[src/rtl/mxv_pkg.sv]
// mxv_pkg: shared types and sizing for the matrix-vector sequencer.
//   NUM_PE      default number of processing elements
//   CNT_W       width of pop/drain/output counters and the latched N (holds 0..NUM_PE)
//   IDX_W       width of the result row index
//   state_t     sequencer FSM states
//   mask_mode_t selects ramp (feed) or drain shape in the wavefront mask
package mxv_pkg;

  localparam int NUM_PE = 4;
  localparam int CNT_W  = 4;
  localparam int IDX_W  = 2;

  typedef enum logic [2:0] {
    S_IDLE,
    S_CLEAR,
    S_FEED,
    S_DRAIN,
    S_OUTPUT,
    S_DONE
  } state_t;

  typedef enum logic {
    MASK_RAMP,
    MASK_DRAIN
  } mask_mode_t;

endpackage

[src/rtl/mxv_wave_mask.sv]
// mxv_wave_mask: purely combinational wavefront mask for the PE array.
//   mode  MASK_RAMP : bits 0..pos-1 set (pos = pop number j)
//         MASK_DRAIN: bits pos..n-1 set (pos = drain cycle d)
//   pos   wavefront position
//   n     active matrix dimension; bits >= n are always 0
//   mask  per-PE enable pattern
module mxv_wave_mask
  import mxv_pkg::*;
#(
  parameter int NUM_PE = mxv_pkg::NUM_PE
) (
  input  mask_mode_t         mode,
  input  logic [CNT_W-1:0]   pos,
  input  logic [CNT_W-1:0]   n,
  output logic [NUM_PE-1:0]  mask
);

  always_comb begin
    mask = '0;
    for (int i = 0; i < NUM_PE; i++) begin
      if (CNT_W'(i) < n) begin
        if (mode == MASK_RAMP) mask[i] = (CNT_W'(i) < pos);
        else                   mask[i] = (CNT_W'(i) >= pos);
      end
    end
  end

endmodule

[src/rtl/mxv_sequencer.sv]
// mxv_sequencer: sequences one matrix-vector pass over a systolic row of PEs.
//   clk, rst        clock; asynchronous active-low reset
//   start, mat_size pass request and dimension N (latched when start is accepted)
//   fifo_empty      show-ahead operand FIFO status
//   fifo_rd         pop one operand column (same-cycle data)
//   pe_en           per-PE accumulate enable (wavefront ramp, then drain)
//   acc_clr         clear all accumulators
//   res_valid       result row res_idx presented to writeback
//   busy, done, err pass in progress / end-of-pass pulse / illegal mat_size
//
// state  | meaning
// IDLE   | waiting for start
// CLEAR  | one cycle of accumulator clear
// FEED   | pop N operand columns, ramping the wavefront; stalls on empty FIFO
// DRAIN  | N-1 cycles letting the wavefront leave the array
// OUTPUT | N cycles presenting result rows 0..N-1
// DONE   | one-cycle done pulse (with err if mat_size was illegal)
module mxv_sequencer
  import mxv_pkg::*;
#(
  parameter int NUM_PE = mxv_pkg::NUM_PE
) (
  input  logic              clk,
  input  logic              rst,
  input  logic              start,
  input  logic [3:0]        mat_size,
  input  logic              fifo_empty,
  output logic              fifo_rd,
  output logic [NUM_PE-1:0] pe_en,
  output logic              acc_clr,
  output logic              res_valid,
  output logic [IDX_W-1:0]  res_idx,
  output logic              busy,
  output logic              done,
  output logic              err
);

  state_t             state;
  logic [CNT_W-1:0]   n_q;
  logic [CNT_W-1:0]   cnt;
  logic [CNT_W-1:0]   cnt_nxt;
  logic               err_q;
  logic               mat_ok;
  logic               pop;
  mask_mode_t         mask_mode;
  logic [NUM_PE-1:0]  mask;

  assign cnt_nxt = cnt + CNT_W'(1);
  assign mat_ok  = (mat_size != 4'd0) && (mat_size <= 4'(NUM_PE));

  // A show-ahead FIFO must never be popped while empty, so the pop (and the
  // matching PE enable) is qualified by fifo_empty in the same cycle; every
  // other output decodes from registered state only.
  assign pop = (state == S_FEED) && !fifo_empty;

  always_ff @(posedge clk or negedge rst) begin
    if (!rst) begin
      state <= S_IDLE;
      n_q   <= '0;
      cnt   <= '0;
      err_q <= 1'b0;
    end else begin
      case (state)
        S_IDLE: begin
          if (start) begin
            cnt <= '0;
            if (mat_ok) begin
              n_q   <= CNT_W'(mat_size);
              err_q <= 1'b0;
              state <= S_CLEAR;
            end else begin
              err_q <= 1'b1;
              state <= S_DONE;
            end
          end
        end
        S_CLEAR: begin
          cnt   <= '0;
          state <= S_FEED;
        end
        S_FEED: begin
          if (pop) begin
            if (cnt_nxt == n_q) begin
              cnt   <= '0;
              state <= (n_q == CNT_W'(1)) ? S_OUTPUT : S_DRAIN;
            end else begin
              cnt <= cnt_nxt;
            end
          end
        end
        S_DRAIN: begin
          if (cnt_nxt == n_q - CNT_W'(1)) begin
            cnt   <= '0;
            state <= S_OUTPUT;
          end else begin
            cnt <= cnt_nxt;
          end
        end
        S_OUTPUT: begin
          if (cnt_nxt == n_q) begin
            cnt   <= '0;
            state <= S_DONE;
          end else begin
            cnt <= cnt_nxt;
          end
        end
        S_DONE: begin
          err_q <= 1'b0;
          state <= S_IDLE;
        end
        default: state <= S_IDLE;
      endcase
    end
  end

  // cnt+1 is the pop number j in FEED and the drain cycle d in DRAIN.
  assign mask_mode = (state == S_DRAIN) ? MASK_DRAIN : MASK_RAMP;

  mxv_wave_mask #(
    .NUM_PE (NUM_PE)
  ) u_wave_mask (
    .mode (mask_mode),
    .pos  (cnt_nxt),
    .n    (n_q),
    .mask (mask)
  );

  assign fifo_rd   = pop;
  assign pe_en     = (pop || (state == S_DRAIN)) ? mask : '0;
  assign acc_clr   = (state == S_CLEAR);
  assign res_valid = (state == S_OUTPUT);
  assign res_idx   = res_valid ? cnt[IDX_W-1:0] : '0;
  assign busy      = (state != S_IDLE);
  assign done      = (state == S_DONE);
  assign err       = done && err_q;

endmodule

[config.mk]
export PLATFORM = sky130hd
export DESIGN_NAME = mxv_sequencer
export DESIGN_NICKNAME = d
export VERILOG_FILES = /design/src/rtl/mxv_pkg.sv /design/src/rtl/mxv_wave_mask.sv /design/src/rtl/mxv_sequencer.sv
export SDC_FILE = /design/constraint.sdc
export NUM_CORES = 1
export LEC_CHECK = 0
export BUFFER_PORTS_ARGS = -buffer_cell sky130_fd_sc_hd__buf_2
export CORE_MARGIN = 3
export CORE_UTILIZATION = 55
export DETAILED_ROUTE_END_ITERATION = 6
export PLACE_DENSITY = 0.79
export SYNTH_ARGS = -nofsm -noshare
export SYNTH_HDL_FRONTEND = slang
export SYNTH_SLANG_ARGS = --single-unit
[constraint.sdc]
create_clock -name clk -period 2.4 [get_ports clk]
set_input_delay 0.48 -clock clk [delete_from_list [all_inputs] [get_ports clk]]
set_output_delay 0.48 -clock clk [all_outputs]
set_load 0.01 [all_outputs]
; Word level (Yosys, flattened, before mapping)
; Index checks and enable logic that the tools add are counted.
[classes]
addsub = 2
multipliers = 0
div = 0
order_cmp = 13
n_eq_ne = 13
shifts = 0
mux = 27
n_bitwise = 0
reduce_logical = 14
[op_table]
columns = op, count
row1 = 3-bit two-way mux, 7
row2 = 4-bit two-way mux, 5
row3 = 4-bit one-hot mux with 5 select lines, 1
row4 = "1-bit by 4-bit < comparator with 1-bit output, first input constant", 4
row5 = "2-bit by 4-bit < comparator with 1-bit output, first input constant", 4
row6 = 3-bit one-hot mux with 5 select lines, 1
row7 = 1-bit two-way mux, 11
row8 = 4-bit == test, 2
row9 = "1-bit by 4-bit >= comparator with 1-bit output, first input constant", 2
row10 = "2-bit by 4-bit >= comparator with 1-bit output, first input constant", 2
row11 = "3-bit by 2-bit == test with 1-bit output, second input constant", 2
row12 = "3-bit == test, second input constant", 2
row13 = "2-bit inequality test, second input constant", 3
row14 = 3-bit AND reduction, 2
row15 = 5-bit AND reduction, 1
row16 = 5-bit nonzero test, 1
row17 = "4-bit by 1-bit adder with 4-bit output, second input constant", 1
row18 = "4-bit by 1-bit == test with 1-bit output, second input constant", 1
row19 = "4-bit by 3-bit <= comparator with 1-bit output, second input constant", 1
row20 = "2-bit by 1-bit inequality test with 1-bit output, second input constant", 2
row21 = 4-bit nonzero test, 1
row22 = "4-bit by 1-bit subtractor with 4-bit output, second input constant", 1
row23 = "3-bit by 1-bit == test with 1-bit output, second input constant", 1
row24 = 1-bit logical AND, 3
row25 = 8 further kinds, 8
[word_totals]
ff_bits = 12
latch_bits = 0
mem_bits_rw = 0
mem_bits_ro = 0
in_bits = 8
output_inout_bits = 12
word_cells = 73
memories = 0

; Depth between registers and ports, before layout
; Gate-level depths: netlist (run 1).
[logic_depth]
depth_word = 5
ltp_mapped = 7

; By module
; Synthesis (run 1) repeated with hierarchy kept, for this count alone.
[hier_totals]
hier_cells = 117
hier_area_um2 = 1013.5
[by_module_without_submodules]
columns = mod, instances, cells_each, area_per_inst_um2, seq_area_each_um2
row1 = mxv_sequencer, 1, 101, 915.9, 300.3
row2 = mxv_wave_mask, 1, 16, 97.6, 0.0

; Worst setup path before layout (run 1)
; OpenSTA, ideal clock, no wires.
[synth_timing]
kind = register to output
from = register cnt[0]
to = output port pe_en[0]
t_arrival_ps = 2052
setup_slack_ps = -132
path_stages_with_launch = 6
path_cell_list = dfrtp_1 -> ha_1 -> or3_2 -> o31ai_2 -> a21oi_1 -> a2111oi_0
[synth_between]
elab_chain_len = 5
word_cells_on_any_way = 6
[synth_lines]
columns = item, line_no
row1 = "start, declared", mxv_sequencer.sv:40  ; logic [CNT_W-1:0] cnt;
row2 = "start signal, assigned", mxv_sequencer.sv:87  ; cnt <= cnt_nxt;
row3 = "start signal, assigned", mxv_sequencer.sv:96  ; cnt <= cnt_nxt;
row4 = "start signal, assigned", mxv_sequencer.sv:104  ; cnt <= cnt_nxt;
row5 = 4-bit by 1-bit adder with 4-bit output (*), mxv_sequencer.sv:48  ; assign cnt_nxt = cnt + CNT_W'(1);
row6 = 1-bit by 4-bit < comparator with 1-bit output / 1-bit by 4-bit >= comparator with 1-bit output (equally long branches), "mxv_wave_mask.sv:22, mxv_wave_mask.sv:23"
row7 = 1-bit two-way mux (*), mxv_wave_mask.sv:22  ; if (mode == MASK_RAMP) mask[i] = (CNT_W'(i) < pos);
row8 = 1-bit two-way mux (*), mxv_wave_mask.sv:21  ; if (CNT_W'(i) < n) begin
row9 = 4-bit two-way mux (*), mxv_sequencer.sv:129  ; assign pe_en = (pop || (state == S_DRAIN)) ? mask : '0;
row10 = "end, declared", mxv_sequencer.sv:29  ; output logic [NUM_PE-1:0] pe_en,
; Every way passes the cells marked *; elsewhere a longest branch is shown, timed or not.

; Worst setup path after layout (run 1)
[layout_timing]
from = register cnt[0]
to = output port pe_en[2]
[layout_between]
elab_chain_len = 5
word_cells_on_any_way = 6
[layout_lines]
columns = item, line_no
row1 = 4-bit by 1-bit adder with 4-bit output (*), mxv_sequencer.sv:48
row2 = 2-bit by 4-bit < comparator with 1-bit output / 2-bit by 4-bit >= comparator with 1-bit output (equally long branches), "mxv_wave_mask.sv:22, mxv_wave_mask.sv:23"
row3 = 1-bit two-way mux (*), mxv_wave_mask.sv:22
row4 = 1-bit two-way mux (*), mxv_wave_mask.sv:21
row5 = 4-bit two-way mux (*), mxv_sequencer.sv:129
; Marked as above.

==> results of run 1 <==
==> Yosys cell counts, types with 3 or more instances <==
library cell  number
clkbuf_1           3
o21ai_1            5
nor3_2             3
nand2_1            8
dfrtp_1           12
inv_1              7
and3_1             4
mux2i_1            3
a21oi_1            9
nor2_1            12
xnor2_1            6
nand3_1            3
nor3_1            10
ha_1               8
o21a_1             4
==> layer usage <==
metal / part of all wire [%] / wire length (µm)
met1: 48 / 1250
met2: 47 / 1230
met3: 3.2 / 85
met4: 1.9 / 50
met5: 0 / 0
==> worst paths after layout <==
kind,start,to,slack [ps],depth (start not counted)
hold reg to reg,err_q,err_q,580,2
setup reg to reg,cnt[1],cnt[3],200,7
min in group clk,mat_size[0],n_q[0],420,3
setup / recovery,cnt[0],pe_en[2],-4,7
hold / removal,rst,state[1],60,1
max in group asynchronous,rst,cnt[2],2100,1
==> power by group <==
part           switching, W  leakage, nW  internal [W]
clock             0.0000763       0.0210     0.0000925
combinational      0.000656        0.486      0.000557
sequential         0.000137        0.153      0.000281
==> registers in the layout, indices dropped and copies added (netlist names) <==
name   flops
cnt        4
err_q      1
n_q        4
state      3
==> area by class of cell <==
cell class	count	area (µm²)	share of cell area (%)
multi-input combinational	102	776	57.7
sequential	12	300	22.3
timing repair buffer	28	174	12.9
clock buffer	4	36.3	2.70
tap	25	31.3	2.33
inverter	7	26.3	1.96
==> placed cells by master, fill, tap and decap left out, drive strengths merged, types with 6 or more instances in the layout <==
cell | netlist | final
inv | 7 | 7
and3 | 6 | 6
buf | 1 | 28
o21ai | 6 | 6
ha | 8 | 8
dfrtp | 12 | 12
nor2 | 12 | 12
nor3 | 13 | 13
xnor2 | 6 | 6
nand2 | 8 | 8
a21oi | 9 | 9
==> per-stage QoR <==
step / instances / area, µm² / setup WS [ps]
3_5_place_dp: 170 / 1240 / 152
3_3_place_gp: 170 / 1240 / 171
2_1_floorplan: 125 / 1100 / 82.4
4_1_cts: 175 / 1310 / 2.33
6_report: 178 / 1340 / -3.95
5_1_grt: 178 / 1340 / -111
==> cell families (layout without fill, tap and decap cells) <==
kind of cell               Yosys count  after routing  share of synthesized area (%)
DFF                                 12             12                           27.4
and+or+nand+nor                     49             49                           23.8
muxes                                4              4                           3.76
adders and majority gates            8              8                           9.12
xor gates and xnor gates            10             10                           10.5
AOI/OAI and AO/OA                   31             31                           21.0
buffers and inverters               11             39                           4.45
==> critical path: cells and delay by family, from the launching register on <==
family / cells / cell delay, ps
compound gates: 4 / 780
flops: 1 / 400
buf+inv: 2 / 260
simple gates: 1 / 210
==> timing repair <==
action | CTS | global route
pin swaps | 2 | 6
setup endpoints to repair | 3 | 4
setup buffers | 1 | 3
resized for setup | 5 | 3
==> flow_metrics.env, run 1 <==
export IMPL_drc=0
export IMPL_first_global_vias=985
export IMPL_finalCritPeriodShare_pct=100
export IMPL_max_stage_delay_ps=400
export IMPL_htree_num_levels=1
export IMPL_synth_top_area_cell="dfrtp_1"
export IMPL_ys_seq_area_share_pct=27.4
export IMPL_finalSetupViolCount=1
export IMPL_dp_hpwl_um=1930
export IMPL_layout_nets=170
export IMPL_antenna_cells=0
export IMPL_rsz0062_at_grt="yes"
export IMPL_grtUsageMet2_pct=38.0
export IMPL_insertion_delay_ps=290
export IMPL_cts_tree="done"
export IMPL_die_h_um=50.7
export IMPL_whs_ps=64.9
export IMPL_fmax_mhz=416
export IMPL_postLayoutCoreUtil_pct=74.6
export IMPL_io_buffer_count=19
export IMPL_ys_types=40
export IMPL_tightest_slew_ps=440
export IMPL_path_class="flop to output pin"
export IMPL_synth_area_um2=1100
export IMPL_grt_overflow=0
export IMPL_maxSlewHeadroom_pct=70.6
export IMPL_cp_start_kind="flop"
export IMPL_synth_area_leaders="dfrtp_1 (27%), ha_1 (9.1%), xnor2_1 (4.8%)"
export IMPL_clock_sinks=12
export IMPL_synth_edff_count=0
export IMPL_drive_gt1_share_pct=30.1
export IMPL_peakVddDrop_uv=755
export IMPL_hold_path_class="input port to asynchronous set/reset pin"
export IMPL_worstPathCellList="buf_6 -> and3b_1 -> o31ai_4 -> o21ai_1 -> a211oi_1 -> o21a_1 -> buf_2"
export IMPL_fin_ws_ps=-3.95
export IMPL_wl_per_cell_um=14.7
export IMPL_syn_avg_cell_area_um2=8.78
export IMPL_grt_util_all_layers_pct=23.1
export IMPL_cts_made_buffers=3
export IMPL_finClkSkew_ps=5.01
export IMPL_slew_viol_final=0
export IMPL_cts_hold_buf=0
export IMPL_die_area_um2=2570
export IMPL_end_kind="output pin"
export IMPL_start_util_pct=60.9
export IMPL_netlist_instances=125
export IMPL_grt_max_degree=16
export IMPL_violations="setup timing"
export IMPL_fp_dieW_um=50.7
export IMPL_worstPathMaxFanout=7
export IMPL_fin_tns_setup_ps=-3.95
export IMPL_nFillCells=136
export IMPL_area_growth_syn_to_layout_pct=22.5
export IMPL_routabilityCongestion=0.871
export IMPL_yosys_warnings=0
export IMPL_ant_nets=0
export IMPL_grt_pass1_wl_um=4510
export IMPL_async_flop_share_pct=100
export IMPL_grt_busiest_layer="met2"
export IMPL_clock_path_buffers=2
export IMPL_ioPinCount=20
export IMPL_antenna_found_initial=0
export IMPL_first_pass_iters=4
export IMPL_power_total_w=0.00180
export IMPL_drt_iter0_drc=21
export IMPL_met1_usage_pct=30.9
export IMPL_worstPathArrival_ps=1920
export IMPL_num_rows=15
export IMPL_status="finished, violations left"
export IMPL_vias_per_cell=5.69
export IMPL_min_period_ps=2400
export IMPL_cpMaxStageDelayCell="dfrtp_1"
export IMPL_drv_cap=0
export IMPL_syn_nets=141
export IMPL_clk_pin_slew_worst_paths_ps=80
export IMPL_power_density_nw_per_um2=1340
export IMPL_coreArea_um2=1800
export IMPL_ys_seq_elements=12
export IMPL_vias=1012
export IMPL_grt_use_met3_pct=2.08
export IMPL_cts_root_buf="clkbuf_4"
export IMPL_synth_main_ff_cell="dfrtp_1"
export IMPL_required_ps=1920
export IMPL_wl_um=2620
export IMPL_power_static_leakage_nw=0.660
export IMPL_hold_viol=0
export IMPL_synth_top_area_share_pct=27.4
Note: power is estimated with default switching activity, not from simulation.
==> inputs of run 2 (changes only) <==
Settings changed: CORE_MARGIN 3 to 2, PLACE_DENSITY 0.79 to 0.88.
==> run 2 against run 1 <==
The run still ends with setup timing left. Register-to-register slack got worse by 60 ps. Hold slack improved by 3.5 ps. Sequential share of layout area fell by 0.76 points. Clock skew fell by 1.3 ps. Routed wire length rose by 9.5%. Combinational power rose by 7%. Worst setup slack got worse by 120 ps. Core utilization fell by 2.2 points. Maximum frequency fell by 4.8%. Final area rose by 3.5%. Sequential power barely moved.
==> flow_metrics.env, run 2 (synthesized netlist as in run 1, its figures left out) <==
export IMPL_fin_tns_setup_ps=-319
export IMPL_drv_cap=0
export IMPL_first_global_vias=1030
export IMPL_routabilityCongestion=0.851
export IMPL_required_ps=1920
export IMPL_die_area_um2=2370
export IMPL_power_density_nw_per_um2=1350
export IMPL_coreArea_um2=1920
export IMPL_power_internal_w=0.000959
export IMPL_final_cells=184
export IMPL_layout_common_cells="buf_2 (19), nor2_1 (12), dfrtp_1 (12), nor3_1 (10), buf_4 (10)"
export IMPL_path_class="flop to output pin"
export IMPL_finalCritPeriodShare_pct=105
export IMPL_rsz0062_at_grt="yes"
export IMPL_area_growth_syn_to_layout_pct=26.8
export IMPL_power_frac_comb_pct=68.7
export IMPL_p_switching_w=0.000917
export IMPL_peakVddDrop_uv=785
export IMPL_end_kind="output pin"
export IMPL_antenna_found_initial=0
export IMPL_grt_overflow=0
export IMPL_power_static_leakage_nw=0.696
export IMPL_postLayoutCoreUtil_pct=72.4
export IMPL_clock_sinks=12
export IMPL_ioPinCount=20
export IMPL_cp_start_kind="flop"
export IMPL_hold_viol=0
export IMPL_slew_viol_final=0
export IMPL_vias=1087
export IMPL_tightest_slew_ps=429
export IMPL_fin_ws_ps=-126
export IMPL_min_period_ps=2530
export IMPL_antenna_cells=0
export IMPL_pwr_share_clk_pct=9.0
export IMPL_dp_hpwl_um=2080
export IMPL_finClkSkew_ps=3.71
export IMPL_reg2reg_setup_slack_ps=140
export IMPL_die_h_um=48.7
export IMPL_fmax_mhz=396
export IMPL_start_util_pct=57.1
export IMPL_first_pass_iters=4
export IMPL_num_rows=16
export IMPL_htree_num_levels=1
export IMPL_cts_root_buf="clkbuf_4"
export IMPL_power_total_w=0.00188
export IMPL_insertion_delay_ps=280
export IMPL_violations="setup timing"
export IMPL_wl_per_cell_um=15.6
export IMPL_layout_nets=174
export IMPL_wl_um=2870
export IMPL_switching_share_pct=48.9
export IMPL_final_common_cell="buf_2"
export IMPL_cts_tree="done"
export IMPL_place_ws_ps=51.3
export IMPL_worstPathMaxFanout=6
export IMPL_worstPathArrival_ps=2050
export IMPL_drt_iter0_drc=41
export IMPL_grt_util_all_layers_pct=25.6
export IMPL_fp_dieW_um=48.7
export IMPL_drive_gt1_share_pct=33.8
export IMPL_finalSetupViolCount=4
export IMPL_cts_made_buffers=3
export IMPL_status="finished, violations left"
export IMPL_clk_pin_slew_worst_paths_ps=90
export IMPL_grt_pass1_wl_um=4730
export IMPL_maxSlewHeadroom_pct=71.3
export IMPL_vias_per_cell=5.91
export IMPL_hold_path_class="input port to asynchronous set/reset pin"
export IMPL_ant_nets=0
export IMPL_clock_path_buffers=2
export IMPL_io_buffer_count=19
export IMPL_seqPwrFrac_pct=22.3
export IMPL_grt_max_degree=16
export IMPL_dp_cells=172
export IMPL_drc=0
export IMPL_top_regs="cnt x4, n_q x4, state x3"
[run 2: final timing paths]
check	from	to	cells after the start
worst max-delay path	cnt[0]	pe_en[0]	6
worst min-delay path	rst	state[1]	1
worst max register to register	cnt[0]	cnt[1]	9
worst min register to register	err_q	err_q	2
max in group asynchronous	rst	cnt[3]	1
min in group clk	mat_size[1]	n_q[1]	3
[run 2: final cells by class]
type / count / area, µm²
multi-input cells: 102 / 791
fillers: 143 / 531
flip-flops and latches: 12 / 300
repair buffers: 32 / 204
clock buffers: 4 / 36.3
well taps: 27 / 33.8
inverters: 7 / 26.3
[run 2: through the flow]
step | hold slack (ps) | area, µm²
4_1_cts | 77.4 | 1340
5_1_grt | 90.0 | 1390
3_5_place_dp | 380 | 1250
2_1_floorplan | 184 | 1100
6_report | 68.4 | 1390
3_3_place_gp | 371 | 1250
[run 2: per-layer routing]
layer	routed length [µm]	GRT usage, %	vias to the layer above
li1	-	-	508
met5	0	0	-
met1	1140	32.9	516
met2	1440	45.0	50
met3	211	2.78	13
met4	76	8.10	0
[run 2: power by group through the flow]
stage                     Sequential, W  Combinational (W)  Clock, W
after floorplan                0.000362           0.000933         0
after global placement         0.000406            0.00110         0
after detailed placement       0.000412            0.00115         0
after CTS                      0.000410            0.00120  0.000170
after global routing           0.000438            0.00139  0.000178
final                          0.000418            0.00129  0.000169
[run 2: timing repair]
item,CTS,global route
resized for setup,7,5
hold buffers,0,0
pin swaps,7,2
setup endpoints to repair,3,4
setup buffers,4,4
[run 2: worst max-delay path, cell delays in order, from the launching register on]
cell and delay [ps]:
dfrtp_1 420, buf_6 150, and3b_2 210, o31ai_4 350, a21oi_2 100, a2111oi_2 330, buf_2 200
